## src/rtl/arm_mem_arbiter.sv

```systemverilog
// Shares one single-ported, variable-latency memory between the instruction
// fetch port and the load/store port. Data accesses have priority over
// fetches. After STARVE_MAX consecutive data grants with a fetch waiting, the
// next grant goes to the fetch. While halt is high, no new fetch is granted.
//
// Ports:
//   clk, rst                 clock; asynchronous active-low reset
//   halt                     core halted, blocks new fetch grants
//   if_req/if_addr           fetch request, held until if_ack
//   if_rdata/if_ack          fetch completion (combinational, 0 when idle)
//   d_req/d_we/d_addr/d_wdata  data request, held until d_ack
//   d_rdata/d_ack            data completion (combinational, 0 when idle)
//   mem_req/mem_we/mem_addr/mem_wdata  registered memory request
//   mem_rdata/mem_ready      memory response
//   owner                    0 = fetch, 1 = data; valid while mem_req
module arm_mem_arbiter #(
   parameter int unsigned ADDR_W     = 30,
   parameter int unsigned DATA_W     = 32,
   parameter int unsigned STARVE_MAX = 4
) (
   input  logic              clk,
   input  logic              rst,
   input  logic              halt,
   input  logic              if_req,
   input  logic [ADDR_W-1:0] if_addr,
   output logic [DATA_W-1:0] if_rdata,
   output logic              if_ack,
   input  logic              d_req,
   input  logic              d_we,
   input  logic [ADDR_W-1:0] d_addr,
   input  logic [DATA_W-1:0] d_wdata,
   output logic [DATA_W-1:0] d_rdata,
   output logic              d_ack,
   output logic              mem_req,
   output logic              mem_we,
   output logic [ADDR_W-1:0] mem_addr,
   output logic [DATA_W-1:0] mem_wdata,
   input  logic [DATA_W-1:0] mem_rdata,
   input  logic              mem_ready,
   output logic              owner
);

   localparam int unsigned STREAK_W = 4;
   localparam logic [STREAK_W-1:0] STREAK_LIMIT = STREAK_W'(STARVE_MAX);

   typedef enum logic [1:0] {
      IDLE   = 2'd0,
      GNT_IF = 2'd1,
      GNT_D  = 2'd2
   } state_t;

   state_t              state, state_nxt;
   logic [STREAK_W-1:0] streak, streak_nxt;
   logic                mem_req_nxt, mem_we_nxt, owner_nxt;
   logic [ADDR_W-1:0]   mem_addr_nxt;
   logic [DATA_W-1:0]   mem_wdata_nxt;
   logic                if_ok, starved, grant_if, grant_d;

   // State and registered memory-side outputs
   always_ff @(posedge clk or negedge rst) begin
      if (!rst) begin
         state     <= IDLE;
         streak    <= '0;
         mem_req   <= 1'b0;
         mem_we    <= 1'b0;
         owner     <= 1'b0;
         mem_addr  <= '0;
         mem_wdata <= '0;
      end else begin
         state     <= state_nxt;
         streak    <= streak_nxt;
         mem_req   <= mem_req_nxt;
         mem_we    <= mem_we_nxt;
         owner     <= owner_nxt;
         mem_addr  <= mem_addr_nxt;
         mem_wdata <= mem_wdata_nxt;
      end
   end

   // Arbitration, grant capture and completion
   always_comb begin
      state_nxt     = state;
      streak_nxt    = streak;
      mem_req_nxt   = mem_req;
      mem_we_nxt    = mem_we;
      owner_nxt     = owner;
      mem_addr_nxt  = mem_addr;
      mem_wdata_nxt = mem_wdata;
      if_ack        = 1'b0;
      d_ack         = 1'b0;
      if_rdata      = '0;
      d_rdata       = '0;
      grant_if      = 1'b0;
      grant_d       = 1'b0;

      if_ok   = if_req & ~halt;
      starved = (streak == STREAK_LIMIT);

      case (state)
         IDLE: begin
            if (if_ok && starved) grant_if = 1'b1;
            else if (d_req)       grant_d  = 1'b1;
            else if (if_ok)       grant_if = 1'b1;
         end
         GNT_IF: begin
            if (mem_ready) begin
               if_ack      = 1'b1;
               if_rdata    = mem_rdata;
               state_nxt   = IDLE;
               mem_req_nxt = 1'b0;
               mem_we_nxt  = 1'b0;
            end
         end
         GNT_D: begin
            if (mem_ready) begin
               d_ack       = 1'b1;
               d_rdata     = mem_rdata;
               state_nxt   = IDLE;
               mem_req_nxt = 1'b0;
               mem_we_nxt  = 1'b0;
            end
         end
         default: state_nxt = IDLE;
      endcase

      if (grant_if) begin
         state_nxt     = GNT_IF;
         mem_req_nxt   = 1'b1;
         owner_nxt     = 1'b0;
         mem_we_nxt    = 1'b0;
         mem_addr_nxt  = if_addr;
         mem_wdata_nxt = '0;
         streak_nxt    = '0;
      end

      // Streak counts data grants that overtook a live fetch request
      if (grant_d) begin
         state_nxt     = GNT_D;
         mem_req_nxt   = 1'b1;
         owner_nxt     = 1'b1;
         mem_we_nxt    = d_we;
         mem_addr_nxt  = d_addr;
         mem_wdata_nxt = d_wdata;
         if (!if_ok)       streak_nxt = '0;
         else if (!starved) streak_nxt = streak + STREAK_W'(1);
      end
   end

endmodule

```

## config.mk

```make
export PLATFORM = sky130hd
export DESIGN_NAME = arm_mem_arbiter
export DESIGN_NICKNAME = d
export VERILOG_FILES = /design/src/rtl/arm_mem_arbiter.sv
export SDC_FILE = /design/constraint.sdc
export NUM_CORES = 1
export LEC_CHECK = 0
export ABC_AREA = 1
export BUFFER_PORTS_ARGS = -buffer_cell sky130_fd_sc_hd__buf_2
export CORE_AREA = 2 2 102 104
export DETAILED_ROUTE_END_ITERATION = 8
export DIE_AREA = 0 0 104 106
export PLACE_DENSITY_LB_ADDON = 0.08
export SYNTH_ARGS = -nofsm -noshare
export SYNTH_HDL_FRONTEND = slang
export SYNTH_SLANG_ARGS = --single-unit
```

## constraint.sdc

```tcl
create_clock -name clk -period 1.98 [get_ports clk]
set_clock_uncertainty 0.05 [all_clocks]
set_input_delay 0.396 -clock clk [delete_from_list [all_inputs] [get_ports clk]]
set_output_delay 0.396 -clock clk [all_outputs]
set_load 0.01 [all_outputs]
```

* After elaboration in Yosys (flattened, before gate mapping)
Index checks and enable logic that the tools add are counted.
** Word-level totals
- Bits in registers :: 71
- Word-level logic and storage cells :: 56
** Cells by class
- Add/subtract/negate cells :: 1
- Equal/unequal tests :: 5
- Mux-type cells :: 33
- Bitwise gates (word level) :: 2
- Reductions and logical operators :: 8
** Operators by type and width (number)
- 2-to-1 mux 32 bit :: 5
- 2-to-1 mux 30 bit :: 2
- 2-to-1 mux 1 bit :: 18
- 2-to-1 mux 4 bit :: 4
- 2-to-1 mux 2 bit :: 3
- nonzero test 3 bit :: 2
- adder 4 x 1 -> 4 bit, second input constant :: 1
- equality test 4 x 3 -> 1 bit, second input constant :: 1
- inequality test 4 x 1 -> 1 bit, second input constant :: 1
- one-hot mux 2 bit (2 select lines) :: 1
- AND reduction 2 bit :: 2
- inequality test 3 bit, second input constant :: 1
- equality test 2 x 1 -> 1 bit, second input constant :: 1
- equality test 2 bit, second input constant :: 1
- zero test 2 bit :: 1
- nonzero test 2 bit :: 1
- OR reduction 2 bit :: 1
- bitwise AND 1 bit :: 1
- logical AND 1 bit :: 1
- NOT 1 bit :: 1

* Logic depth before layout (Yosys ltp)
Gate-level depths: netlist of run 1.
- Depth after elaboration :: 10
- Gate-level depth with buffers :: 10
- Gate-level depth less buffers :: 9

* Worst setup path after synthesis of run 1
No wires, ideal clock.
- Path kind :: register to output
- From :: register state[0]
- To :: output d_ack
- Data arrival time :: 1.102 ns
- Slack :: 0.432 ns
- Cell stages (with the launch flop) :: 6
- Path through :: dfrtp_1 inv_1 ha_1 nand2_1 clkbuf_1 inv_1
** Between the ends
- Cells in the longest elaborated chain, start to end :: 2
** RTL lines
- from (decl) :: RTL line 52 : state_t state, state_nxt;
- from (signal assigned) :: RTL line 70 : state <= state_nxt;
- equality test 2 bit :: RTL line 99 : case (state)
- 2-to-1 mux 1 bit :: RTL line 99
- to (decl) :: RTL line 33 : output logic d_ack,
Every way passes these cells.

* Worst setup path after layout of run 1
- From :: register state[1]
- To :: output if_rdata[3]
** Between the ends
- Cells in the longest elaborated chain, start to end :: 2
** RTL lines
- equality test 2 x 1 -> 1 bit :: RTL line 99
- 2-to-1 mux 32 bit :: RTL line 99
- to (decl) :: RTL line 26 : output logic [DATA_W-1:0] if_rdata,
Every way passes these cells.

==> results.toml, run 1 <==
[critical_path]
worstPathMaxFanout = 17
cp.required_ns = 1.53
r2r-end = "mem_addr[28]$_DFFE_PN0P_"
worstSetupEndpoint = "if_rdata[3]"
worst_ep_arrival_time_ns = 1.46
worstSetupStartpoint = "state[1]$_DFFE_PN0P_"
cp.buffers_inverters = 3
start_kind = "flip-flop"
r2r_cells = 10
cp_cell_sequence = "inv_2 -> ha_2 -> nand2_4 -> buf_12 -> nor2_1 -> buf_2"
cpLargestDelayFamily = "flip-flops"
slowest_delay_ns = 0.39
slowest_stage = "dfrtp_1"
critical_path_class = "flip-flop to primary output"
cp.depth = 6
rrSetupSlack_ns = 0.28
end_kind = "primary output"
timing.rr.start = "state[0]$_DFFE_PN0P_"

[sta]
hold_ws_ns = 0.193
worst_pin_slew_ns = 0.312
setup_tns_ns = 0
min_period_over_period_pct = 96.2
hold_viol = 0
slew_viol_final = 0
maxSlewHeadroom_pct = 79.2
max_freq_mhz = 525
min_period_ns = 1.90
grt_setup_unrepaired = "yes"
setup_violations = 0

[cts]
ctsRootBufferMaster = "clkbuf_8"
htreeDepth = 3
clockBufferDepth = 2
clkTransAtPathRegs_ns = 0.08
cts_setup_buffers = 0
cts.sinks = 71
clkLatencyLatePin_ns = 0.34
cts_buffers = 9
tritoncts = "yes"

[yosys]
synth.net_count = 607
netlist_instances = 471
ys_seq_area_share_pct = 51.3
synth_area_leaders = "dfrtp_1 51%, nand2_1 23%, nor2_1 7.4%"
synth_warnings = 0
synth_cell_types = 19
yosys.area.top_type = "dfrtp_1"
syn_area_per_cell_um2 = 7.35
yosys_register_bits = 71
yosys.area.top_type_share_pct = 51.3
netlist_area_um2 = 3460

[die]
design.core.area_um2 = 10000
die_area_um2 = 11000
initial_utilization_pct = 34.6
die_w_um = 104
std_cell_rows = 37
die_h_um = 106
io_pins = 262

[routing]
ant_nets = 0
vias = 3768
routedWlPerCell_um = 12.5
drt-initial-drc-count = 284
totalWireLength_um = 10900
vias_per_cell = 4.32
drc_errors = 0
drtPass1Iterations = 5

[hold_path]
holdPathStages = 3
hp-class = "primary input to flip-flop"

[global_route]
antenna_found_initial = 0
grt_first_pass_wirelength_um = 16900
grt_start_max_net_pins = 56
grt_pass1_vias = 3584
grt_util_all_layers_pct = 19.0
overflow = 0

[layout]
fillCellCount = 1048
final_nets = 867
num_antenna_cells = 0
regArea_um2 = 1780
multi_input_area_um2 = 1390
syn2layout_area_growth_pct = 50.7
drive_gt1_share_pct = 41.0
stdcell_count = 872

[power]
power_frac_seq_pct = 35.7
p_sw_share_pct = 42.0
p_switching_mw = 2.99
intPower_mw = 4.14
vdd_drop_max_mv = 0.571
pwr-share-clk_pct = 16.2
p_leak_nw = 3.27
p_comb_share_pct = 48.1
power_density_nw_per_um2 = 1370

[place]
dp_hpwl_um = 8030
post-place-cells = 853
io_buffers = 261
place.gp.congestion = 0.908

[job]
max_cap_violations = 0

[outcome]
outcome = "finished, final reports clean"
## how the worst min path moves through the flow
stage / start / endpoint
floorplan: rst / mem_addr[0]$_DFFE_PN0P_
global placement: rst / mem_wdata[24]$_DFFE_PN0P_
detailed placement: rst / mem_wdata[24]$_DFFE_PN0P_
CTS: d_wdata[29] / mem_wdata[29]$_DFFE_PN0P_
global route: d_wdata[29] / mem_wdata[29]$_DFFE_PN0P_
finish: d_wdata[18] / mem_wdata[18]$_DFFE_PN0P_
## cell usage after synthesis
cell      instances
nor2_1           68
nand2_1         209
buf_2             8
o21ai_0           5
a21oi_1           1
dfrtp_1          71
xnor2_1           1
nand3_2           2
o21bai_1          1
clkinv_1          1
ha_1              5
buf_4             4
clkbuf_1          6
nand3_1          34
xor2_1            1
inv_1            47
inv_2             1
buf_6             5
nand2_2           1
## placed cells by master (no fill, tap or decap), types with 2 or more instances in the layout
cell type	n
buf_2	260
nand2_1	207
dfrtp_1	71
nor2_1	63
inv_1	45
nand3_1	34
clkbuf_8	9
buf_12	7
o21ai_0	5
nor2_2	4
ha_1	4
inv_2	3
nand3_2	2
nand2_2	2
clkinvlp_4	2
clkinv_2	2
buf_4	2
## per-stage QoR
stage	setup slack, ns	power (mW)	area [µm²]	util (%)
2_1_floorplan	0.432	4.55	3460	-
3_3_place_gp	0.274	5.94	4950	49.5
3_5_place_dp	0.254	5.99	4950	49.5
4_1_cts	0.0246	7.19	5160	51.6
5_1_grt	-0.0181	7.75	5220	52.2
6_report	0.0761	7.13	5220	52.2
## layer usage
layer / track usage [%] / up-vias / wire length (µm)
met3: 6.07 / 10 / 932
met4: 4.54 / 0 / 84
met2: 31.0 / 164 / 5070
met1: 24.6 / 1673 / 4830
li1: - / 1921 / -
met5: 0 / - / 0
## worst min-delay path, stage by stage
cell and delay, ns:
buf_2 0.08, nand2_1 0.04, nand2_1 0.04
## power by group through the flow
| stage | clock (mW) | sequential, mW | combinational (mW) |
|---|---|---|---|
| 2_1_floorplan | 0 | 2.86 | 1.69 |
| 3_3_place_gp | 0 | 2.56 | 3.38 |
| 3_5_place_dp | 0 | 2.55 | 3.45 |
| 4_1_cts | 1.21 | 2.54 | 3.44 |
| 5_1_grt | 1.26 | 2.63 | 3.86 |
| 6_report | 1.15 | 2.55 | 3.43 |
## state kept, by name, indices dropped and copies added (netlist names)
name and count:
state 2, mem_addr 30, mem_req 1, mem_we 1, streak 4, mem_wdata 32, owner 1
## logic make-up (layout without fill, tap and decap cells)
family | Yosys count | count (layout) | synth area share (%)
and+or+nand+nor | 314 | 314 | 35.7
buffers and inverters | 72 | 337 | 9.61
DFF | 71 | 71 | 51.3
AOI/OAI and AO/OA | 7 | 7 | 1.08
adders and majority gates | 5 | 5 | 1.81
xor gates and xnor gates | 2 | 2 | 0.506
## area by class of cell
class,count,area share [%]
Clock buffer,9,2.37
Clock inverter,7,1.39
Inverter,49,3.53
Multi-Input combinational cell,328,26.6
Sequential cell,71,34.1
Tap cell,136,3.26
Timing Repair Buffer,272,28.8
## what timing repair did
item / CTS / global route
gates cloned: 0 / 2
hold buffers: 1 / 0
resized for setup: 1 / 10
endpoints found under the setup margin: 1 / 53
endpoints found under the hold margin: 16 / 0
Power figures use the tool's default switching activity.
==> run 2, diff against run 1 <==
--- a/config.mk
+++ b/config.mk
@@ -10,7 +10,8 @@
 export CORE_AREA = 2 2 102 104
 export DETAILED_ROUTE_END_ITERATION = 8
 export DIE_AREA = 0 0 104 106
-export PLACE_DENSITY_LB_ADDON = 0.08
+export PLACE_DENSITY_LB_ADDON = 0.12
+export SLEW_MARGIN = 20
 export SYNTH_ARGS = -nofsm -noshare
 export SYNTH_HDL_FRONTEND = slang
 export SYNTH_SLANG_ARGS = --single-unit
==> run 2 against run 1 <==
Net effect: maximum frequency up 0.14%; hold slack worse by 0.18 ns; register-to-register slack is essentially flat; core utilization rose by 0.062 points; clock power grew 23%; count of clock-buffer cells in the layout increased by 2; global-route usage is 0.097 points lower; die area did not move.
==> results.toml, run 2 (synthesized netlist as in run 1, its figures left out) <==
[cts]
tritoncts = "yes"
clkLatencyLatePin_ns = 0.33
cts.sinks = 71
clockBufferDepth = 2
htreeDepth = 3
ctsRootBufferMaster = "clkbuf_8"
clkTransAtPathRegs_ns = 0.08
cts_buffers = 9

[power]
power_density_nw_per_um2 = 1400
p_leak_nw = 3.27
vdd_drop_max_mv = 0.652

[routing]
drc_errors = 0
vias_per_cell = 4.31
drtPass1Iterations = 4
drt-initial-drc-count = 182
routedWlPerCell_um = 12.2
ant_nets = 0
totalWireLength_um = 10700
vias = 3754

[critical_path]
rrSetupSlack_ns = 0.29
slowest_stage = "dfrtp_1"
worst_ep_arrival_time_ns = 1.46
worstPathMaxFanout = 16
critical_path_class = "flip-flop to primary output"
cp.buffers_inverters = 3
cp.depth = 6
cp_cell_sequence = "inv_2 -> ha_1 -> nand2_2 -> clkbuf_16 -> nor2_1 -> buf_2"
end_kind = "primary output"
r2r_cells = 8
cpLargestDelayFamily = "flip-flops"
start_kind = "flip-flop"
cp.required_ns = 1.53
slowest_delay_ns = 0.40

[die]
die_h_um = 106
design.core.area_um2 = 10000
std_cell_rows = 37
io_pins = 262
die_w_um = 104
initial_utilization_pct = 34.6
die_area_um2 = 11000

[global_route]
grt_pass1_vias = 3530
overflow = 0
grt_first_pass_wirelength_um = 16900
grt_start_max_net_pins = 72
grt_util_all_layers_pct = 18.9
antenna_found_initial = 0

[sta]
min_period_ns = 1.90
maxSlewHeadroom_pct = 74.5
worst_pin_slew_ns = 0.382
slew_viol_final = 0
grt_setup_unrepaired = "yes"
finalWorstSetupSlack_ns = 0.0788
setup_violations = 0
hold_viol = 0
min_period_over_period_pct = 96.0
max_freq_mhz = 526

[layout]
multi_input_area_um2 = 1390
num_antenna_cells = 0
drive_gt1_share_pct = 41.4
final_nets = 866
final_util_pct = 52.2
layout_commonest_cell = "buf_2"
post-route-cell-area_um2 = 5220
syn2layout_area_growth_pct = 50.8
fillCellCount = 1036
layout_common_cells = "261 x buf_2, 207 x nand2_1, 71 x dfrtp_1"
regArea_um2 = 1780
largest_reg_flops = 32
stdcell_count = 871
regMostFlops = "mem_wdata"
reg.largest.list = "mem_wdata: 32 flops, mem_addr: 30 flops, streak: 4 flops"

[job]
max_cap_violations = 0

[hold_path]
hp-class = "primary input to async pin"

[place]
place_area_um2 = 4930
dp_hpwl_um = 7930
dp_slack_ns = 0.267
io_buffers = 261
post-place-cells = 854
place.gp.congestion = 0.864

[outcome]
outcome = "finished, final reports clean"
==> run 2: metal layers <==
layer / up-vias / wire length, µm / track usage (%)
li1: 1916 / - / -
met1: 1669 / 4860 / 25.2
met2: 154 / 4850 / 29.6
met3: 15 / 773 / 5.03
met4: 0 / 171 / 6.95
met5: - / 0 / 0
==> run 2: worst paths after layout <==
check | from | endpoint
max in group asynchronous | rst | mem_addr[8]$_DFFE_PN0P_
min reg2reg | mem_wdata[13]$_DFFE_PN0P_ | mem_wdata[13]$_DFFE_PN0P_
max | state[1]$_DFFE_PN0P_ | if_rdata[10]
min in group clk | d_wdata[20] | mem_wdata[20]$_DFFE_PN0P_
max reg2reg | state[0]$_DFFE_PN0P_ | mem_addr[15]$_DFFE_PN0P_
min | rst | mem_wdata[20]$_DFFE_PN0P_
==> run 2: final cells by class <==
cell class                 instances  share of cell area, %
clock buffer                      11                   2.71
clock inverter                     5                   2.01
inverter                          49                   3.52
multi-input combinational        328                   26.5
sequential                        71                   34.0
tap                              136                   3.26
timing repair buffer             271                   28.0
==> run 2: where the power goes <==
part	switching, mW	leakage [nW]	internal (mW)
logic	2.02	2.29	1.35
clock network	0.545	0.116	0.872
registers	0.382	0.865	2.16
==> run 2: stage by stage <==
step	TNS, ns	power (mW)	hold slack, ns
5_1_grt	-0.0386	7.96	0.0361
4_1_cts	0	7.40	0.0290
2_1_floorplan	0	4.55	0.0504
3_5_place_dp	0	5.96	0.408
3_3_place_gp	0	5.89	0.402
6_report	0	7.33	0.0142
==> run 2: worst register-to-register path, cell delays in order (launching register included) <==
cell	delay, ns
dfrtp_1	0.36
inv_2	0.05
ha_1	0.23
nand3_2	0.13
nand2_1	0.13
inv_2	0.22
buf_4	0.28
nand2_1	0.08
nand3_1	0.09
==> run 2: timing repair <==
action                                  4_1_cts  5_1_grt
buffers inserted                              0        0
hold buffers                                  0        0
resized for setup                             0       12
endpoints found under the setup margin        0       59
endpoints found under the hold margin         0        0
